==> src/rtl/lsu_pkg.sv <==
// -----------------------------------------------------------------------------
// lsu_pkg
// Shared definitions for the load/store controller: the FSM state encoding,
// the RV32I load/store funct3 codes and the access-size decode.
// -----------------------------------------------------------------------------
package lsu_pkg;

    typedef enum logic [2:0] {
        ST_IDLE,
        ST_RD,
        ST_RMW_RD,
        ST_WR,
        ST_RESP
    } state_e;

    typedef enum logic [1:0] {
        SZ_BYTE,
        SZ_HALF,
        SZ_WORD,
        SZ_ILLEGAL
    } size_e;

    localparam logic [2:0] F3_B  = 3'b000;
    localparam logic [2:0] F3_H  = 3'b001;
    localparam logic [2:0] F3_W  = 3'b010;
    localparam logic [2:0] F3_BU = 3'b100;
    localparam logic [2:0] F3_HU = 3'b101;

    // Unsigned variants exist only for loads; a store with 100/101 is illegal.
    function automatic size_e access_size(input logic we, input logic [2:0] funct3);
        case (funct3)
            F3_B:    return SZ_BYTE;
            F3_H:    return SZ_HALF;
            F3_W:    return SZ_WORD;
            F3_BU:   return we ? SZ_ILLEGAL : SZ_BYTE;
            F3_HU:   return we ? SZ_ILLEGAL : SZ_HALF;
            default: return SZ_ILLEGAL;
        endcase
    endfunction

endpackage

==> src/rtl/lsu_align.sv <==
// -----------------------------------------------------------------------------
// lsu_align
// Purely combinational lane logic for the load/store controller.
//   i_funct3      : funct3 of the current access
//   i_lane        : byte offset within the word (addr[1:0])
//   i_rword       : word read from dmem
//   i_wdata       : store data, LSB-aligned
//   o_load_data   : selected lane, sign/zero extended per funct3
//   o_merge_data  : i_rword with the store lane replaced (i_wdata for SW)
// -----------------------------------------------------------------------------
module lsu_align
    import lsu_pkg::*;
(
    input  logic [2:0]  i_funct3,
    input  logic [1:0]  i_lane,
    input  logic [31:0] i_rword,
    input  logic [31:0] i_wdata,
    output logic [31:0] o_load_data,
    output logic [31:0] o_merge_data
);

    logic [7:0]  w_byte;
    logic [15:0] w_half;

    assign w_byte = 8'(i_rword >> {i_lane, 3'b000});
    assign w_half = i_lane[1] ? i_rword[31:16] : i_rword[15:0];

    // NOTE: every output of a combinational block gets a default first;
    // a path that leaves it unassigned would infer a latch.
    always_comb begin
        o_load_data = i_rword;
        case (i_funct3)
            F3_B:    o_load_data = {{24{w_byte[7]}}, w_byte};
            F3_BU:   o_load_data = {24'h0, w_byte};
            F3_H:    o_load_data = {{16{w_half[15]}}, w_half};
            F3_HU:   o_load_data = {16'h0, w_half};
            default: o_load_data = i_rword;
        endcase
    end

    always_comb begin
        o_merge_data = i_rword;
        case (i_funct3)
            F3_B:    o_merge_data[{i_lane, 3'b000} +: 8] = i_wdata[7:0];
            F3_H: begin
                if (i_lane[1]) o_merge_data[31:16] = i_wdata[15:0];
                else           o_merge_data[15:0]  = i_wdata[15:0];
            end
            default: o_merge_data = i_wdata;
        endcase
    end

endmodule

==> src/rtl/lsu_ctrl.sv <==
// -----------------------------------------------------------------------------
// lsu_ctrl
// Load/store controller between execute and a word-only data memory (dmem).
// Loads: one read cycle, lane extract + extension. SW: one write cycle.
// SB/SH: read-modify-write (dmem writes whole words only).
//
// Ports:
//   clk, rst_n                 : clock, asynchronous active-low reset
//   req_valid/req_ready        : request handshake (ready only in IDLE)
//   req_we, req_funct3         : store flag, RV32I funct3
//   req_addr, req_wdata        : byte address, LSB-aligned store data
//   rsp_valid, rsp_rdata, rsp_err : one-cycle completion with result / error
//   mem_r_addr, mem_w_addr     : dmem word index {2'b0, addr[31:2]}
//   mem_data_in                : word written to dmem
//   mem_read, mem_write        : dmem strobes, decoded from state only
//   mem_data_out               : dmem read data (combinational)
//
// Configuration macro: LSU_MISALIGN_TRAP_EN
//   defined   : misaligned halfword/word accesses return rsp_err, no access.
//   undefined : low address bits are cleared to the access size.
// -----------------------------------------------------------------------------
module lsu_ctrl
    import lsu_pkg::*;
#(
    parameter int ADDR_W    = 32,
    parameter int MEM_IDX_W = 5
) (
    input  logic              clk,
    input  logic              rst_n,
    input  logic              req_valid,
    output logic              req_ready,
    input  logic              req_we,
    input  logic [2:0]        req_funct3,
    input  logic [ADDR_W-1:0] req_addr,
    input  logic [31:0]       req_wdata,
    output logic              rsp_valid,
    output logic [31:0]       rsp_rdata,
    output logic              rsp_err,
    output logic [31:0]       mem_r_addr,
    output logic [31:0]       mem_w_addr,
    output logic [31:0]       mem_data_in,
    output logic              mem_read,
    output logic              mem_write,
    input  logic [31:0]       mem_data_out
);

    // dmem decodes only MEM_IDX_W index bits; they must fit in the address.
    if (MEM_IDX_W < 1 || MEM_IDX_W > ADDR_W - 2) begin : g_bad_params
        $error("lsu_ctrl: MEM_IDX_W does not fit the word index of ADDR_W");
    end

    state_e            r_state;
    state_e            w_next;
    logic              r_we;
    logic [2:0]        r_funct3;
    logic [ADDR_W-1:0] r_addr;
    logic [31:0]       r_wdata;
    logic              r_err;
    logic [31:0]       r_rdata;
    logic [31:0]       r_merge;

    size_e             w_size;
    logic              w_err;
    logic [ADDR_W-1:0] w_addr_acc;
    logic              w_accept;
    logic [31:0]       w_load_data;
    logic [31:0]       w_merge_data;

    assign w_size   = access_size(req_we, req_funct3);
    assign w_accept = req_valid && (r_state == ST_IDLE);

`ifdef LSU_MISALIGN_TRAP_EN
    logic w_misalign;
    assign w_misalign = ((w_size == SZ_HALF) && req_addr[0]) ||
                        ((w_size == SZ_WORD) && (req_addr[1:0] != 2'b00));
    assign w_err      = (w_size == SZ_ILLEGAL) || w_misalign;
    assign w_addr_acc = req_addr;
`else
    assign w_err = (w_size == SZ_ILLEGAL);
    // Misalignment is tolerated by rounding down to the access size.
    always_comb begin
        w_addr_acc = req_addr;
        if (w_size == SZ_HALF)      w_addr_acc[0]   = 1'b0;
        else if (w_size == SZ_WORD) w_addr_acc[1:0] = 2'b00;
    end
`endif

    // NOTE: sequential state uses non-blocking assignments so every register
    // samples pre-edge values regardless of block ordering.
    always_ff @(posedge clk or negedge rst_n) begin
        if (!rst_n) r_state <= ST_IDLE;
        else        r_state <= w_next;
    end

    always_comb begin
        w_next = r_state;
        case (r_state)
            ST_IDLE: begin
                if (req_valid) begin
                    if (w_err)                 w_next = ST_RESP;
                    else if (!req_we)          w_next = ST_RD;
                    else if (w_size == SZ_WORD) w_next = ST_WR;
                    else                       w_next = ST_RMW_RD;
                end
            end
            ST_RD:     w_next = ST_RESP;
            ST_RMW_RD: w_next = ST_WR;
            ST_WR:     w_next = ST_RESP;
            ST_RESP:   w_next = ST_IDLE;
            default:   w_next = ST_IDLE;
        endcase
    end

    always_ff @(posedge clk or negedge rst_n) begin
        if (!rst_n) begin
            r_we     <= 1'b0;
            r_funct3 <= '0;
            r_addr   <= '0;
            r_wdata  <= '0;
            r_err    <= 1'b0;
            r_rdata  <= '0;
            r_merge  <= '0;
        end else begin
            if (w_accept) begin
                r_we     <= req_we;
                r_funct3 <= req_funct3;
                r_addr   <= w_addr_acc;
                r_wdata  <= req_wdata;
                r_err    <= w_err;
                r_rdata  <= '0;   // stores and errors respond with zero
            end
            if (r_state == ST_RD)     r_rdata <= w_load_data;
            if (r_state == ST_RMW_RD) r_merge <= w_merge_data;
        end
    end

    lsu_align u_align (
        .i_funct3     (r_funct3),
        .i_lane       (r_addr[1:0]),
        .i_rword      (mem_data_out),
        .i_wdata      (r_wdata),
        .o_load_data  (w_load_data),
        .o_merge_data (w_merge_data)
    );

    // Strobes come straight from the state register, so an asynchronous
    // reset drops mem_write at once and aborts a pending write.
    assign mem_read    = (r_state == ST_RD) || (r_state == ST_RMW_RD);
    assign mem_write   = (r_state == ST_WR);
    assign mem_r_addr  = 32'(r_addr[ADDR_W-1:2]);
    assign mem_w_addr  = 32'(r_addr[ADDR_W-1:2]);
    assign mem_data_in = (r_we && (r_funct3 == F3_W)) ? r_wdata : r_merge;

    assign req_ready = (r_state == ST_IDLE);
    assign rsp_valid = (r_state == ST_RESP);
    assign rsp_rdata = r_rdata;
    assign rsp_err   = r_err;

endmodule

==> config.mk <==
export PLATFORM = sky130hd
export DESIGN_NAME = lsu_ctrl
export DESIGN_NICKNAME = d
export VERILOG_FILES = /design/src/rtl/lsu_pkg.sv /design/src/rtl/lsu_align.sv /design/src/rtl/lsu_ctrl.sv
export SDC_FILE = /design/constraint.sdc
export NUM_CORES = 1
export LEC_CHECK = 0
export BUFFER_PORTS_ARGS = -buffer_cell sky130_fd_sc_hd__buf_2
export CAP_MARGIN = 20
export CORE_ASPECT_RATIO = 0.9
export CORE_MARGIN = 3
export CORE_UTILIZATION = 52
export DETAILED_ROUTE_END_ITERATION = 7
export GPL_ROUTABILITY_DRIVEN = 0
export PLACE_DENSITY = 0.88
export SETUP_SLACK_MARGIN = 0.2
export SKIP_LAST_GASP = 1
export SLEW_MARGIN = 20
export SYNTH_ARGS = -nofsm -noshare
export SYNTH_HDL_FRONTEND = slang
export SYNTH_SLANG_ARGS = --single-unit
==> constraint.sdc <==
create_clock -name clk -period 2.9 [get_ports clk]
set_input_delay 0.29 -clock clk [delete_from_list [all_inputs] [get_ports clk]]
set_output_delay 0.29 -clock clk [all_outputs]
set_load 0.02 [all_outputs]
==> results.toml <==
[sta]
skew_ns = 0.008409
fin_crit_ns = 2.439
relSlewSlack_pct = 28.99
finalSetupTns_ns = 0
max_freq_mhz = 409.9
finalHoldViolCount = 0
rsz0062_at_grt = "false"
period_share_pct = 84.12
maxSlewViolCount = 0
worst_pin_slew_ns = 1.059
final-setup-viol-count = 0

[logic_synthesis]
synth_edf_count = 0
yosysUniqueCellTypes = 52
yosysTopAreaCell = "dfrtp_1"
ys_warn_count = 0
synth_most_common_cell = "nand2_1"
synth.area.top_cells = "dfrtp_1 46%, nand2_1 12%, buf_4 6.6%"
ys_async_sr_fraction_pct = 100.0
synth_area_per_cell_um2 = 9.197
netlist_instances = 804
synth-seq-cells = 136
synth.cell_area_um2 = 7395
synth_common_cells = "231 x nand2_1, 136 x dfrtp_1, 65 x buf_4"
synth_ff_type = "dfrtp_1"
yosysSeqAreaShare_pct = 46.02
synth_top_area_share_pct = 46.02

[flow_run]
cap_violations = 0

[hold_path]
worstHoldPathType = "in -> reg"
hold_depth = 3

[critical_path]
r2r_cells = 5
worstPathRequired_ns = 2.61
cp_slowest_cell = "dfrtp_1"
start_kind = "register"
critical_path_class = "reg -> out"
crit_family = "buffers and inverters"
critPathBufInv = 2
slowest_delay_ns = 0.47
endpoint_kind = "output pin"
path_depth = 4
regToRegSetupSlack_ns = 0.57
cp_cell_sequence = "nor3_2 > buf_4 > mux2_2 > buf_2"
crit_fanout = 26
crit_arrival_ns = 2.15

[placed_design]
portBuffers = 231
hpwl_um = 15670
dp_cells = 1129

[clocking]
cts_tree = "done"
htree_levels = 4
ctsResizeCount = 0
cts.sinks = 136
root_buffer = "clkbuf_16"
cts_buffers = 17
clockBufferDepth = 2
post-cts-setup-buffers = 0
clk_pin_slew_ns = 0.06
worst_skew_pair.late_latency_ns = 0.43

[power_and_ir_drop]
p_int_mw = 6.192
leakage_nw = 4.444
clkPwrFrac_pct = 20.7
p_sw_share_pct = 44.99
seqPwrFrac_pct = 31.2
powerDensity_nw_per_um2 = 1260
finalPower_mw = 11.26
netSwitchingPower_mw = 5.064
comb_power_share_pct = 48.1
ir_drop_v = 0.0006943

[cells_and_area]
nets = 1068
layoutNonFillerInstCount = 1163
area_growth_pct = 20.85
drive_gt1_share_pct = 33.50

[status]
status = "completed"

[global_route]
antenna_found_initial = 0
grt_max_degree = 78
grtUsageTotal_pct = 28.28
grt_first_pass_wirelength_um = 35160
grt_pass1_vias = 6547
overflow = 0

[floorplanning]
rows = 40
io_pins = 236
core_area_um2 = 13610
die_w_um = 131.7
die_height_um = 119.1
start_util_pct = 54.32
fp.dieArea_um2 = 15690

[drt]
viasPerCell = 5.799
ant_nets = 0
via_count = 6744
firstDrtPassIters = 7
drcViolationCount = 0
routedWlPerCell_um = 19.19
wl_um = 22320
dr.first_iter.drc_count = 727
==> power by group through the flow <==
stage / sequential [mW] / combinational, mW / clock [mW]
3_5_place_dp: 3.49 / 5.35 / 0
2_1_floorplan: 3.31 / 4.28 / 0
3_3_place_gp: 3.48 / 5.22 / 0
4_1_cts: 3.48 / 5.40 / 2.35
6_report: 3.51 / 5.42 / 2.33
5_1_grt: 3.61 / 5.89 / 2.44
==> layout make-up <==
| class | count | area, um2 |
|---|---|---|
| fillers | 1138 | 4677 |
| flip-flops and latches | 136 | 3403 |
| multi-input cells | 548 | 3299 |
| repair buffers | 249 | 1325 |
| clock buffers | 21 | 470.5 |
| well taps | 189 | 236.5 |
| clock inverters | 11 | 168.9 |
| inverters | 8 | 30.03 |
| diodes | 1 | 2.502 |
==> routing by layer <==
layer	global-route usage [%]	wire, um	share of wire (%)
met2	43.88	10360	46
met3	8.615	2106	9.4
met1	37.42	9169	41
met5	0	0	0
met4	11.09	687	3.1
==> flip-flops by register name, summed over array words and instances (netlist names) <==
| register | count |
|---|---|
| r_funct3 | 3 |
| r_addr | 32 |
| r_merge | 32 |
| rsp_rdata | 32 |
| r_we | 1 |
| rsp_err | 1 |
| r_state | 3 |
| r_wdata | 32 |
==> cells by family (layout without fill, tap and decap cells) <==
group           after synthesis  after routing  share of synthesized area (%)
xor+xnor                      1              1                         0.1185
mux                          48             48                          8.613
compound gates              154            154                          15.21
simple gates                336            336                          19.31
other cells                   1              5                        0.05071
fa+ha+maj                     5              5                         0.8460
buf+inv                     123            289                          9.831
flops                       136            136                          46.02
==> worst min-delay path: cells and delay by family <==
kind / cells / cell delay, ns
simple gates: 2 / 0.08
buf+inv: 1 / 0.07
==> through the flow <==
step,setup slack (ns),hold slack (ns),cell area (um2),utilization [%]
floorplan,0.7819,-0.005591,7406,-
global route,0.4241,0.03912,8934,65.63
global placement,0.7105,0.3683,8282,60.84
finish,0.4606,0.05062,8936,65.64
detailed placement,0.6424,0.3736,8282,60.84
CTS,0.4821,0.04140,8931,65.61
==> final timing paths <==
check,end,start
setup / recovery,mem_data_in[0],r_funct3[0]
hold / removal,r_addr[27],req_addr[27]
setup reg to reg,r_merge[27],r_addr[0]
hold reg to reg,rsp_rdata[2],rsp_rdata[2]
max in group asynchronous,rsp_rdata[10],rst_n
min in group asynchronous,r_wdata[22],rst_n
==> cells in the final DEF (no fill, tap or decap), drive strengths merged, types with 3 or more instances in the layout <==
cell / instances
a211oi: 20
a21oi: 24
a221o: 24
a221oi: 9
a222oi: 7
a31oi: 3
buf: 248
bufinv: 4
clkbuf: 21
clkinv: 7
conb: 4
dfrtp: 136
ha: 5
inv: 7
mux2: 34
mux2i: 7
mux4: 7
nand2: 232
nand3: 9
nor2: 40
nor2b: 8
nor3: 31
nor3b: 5
o21ai: 36
o221ai: 7
o22a: 7
o22ai: 3
o2bb2ai: 6
==> timing repair <==
item | in CTS | in global routing
hold buffers | 1 | 0
endpoints found under the setup margin | 0 | 0
hold endpoints to repair | 75 | 0
No activity file was read; power rests on OpenSTA's default activity.
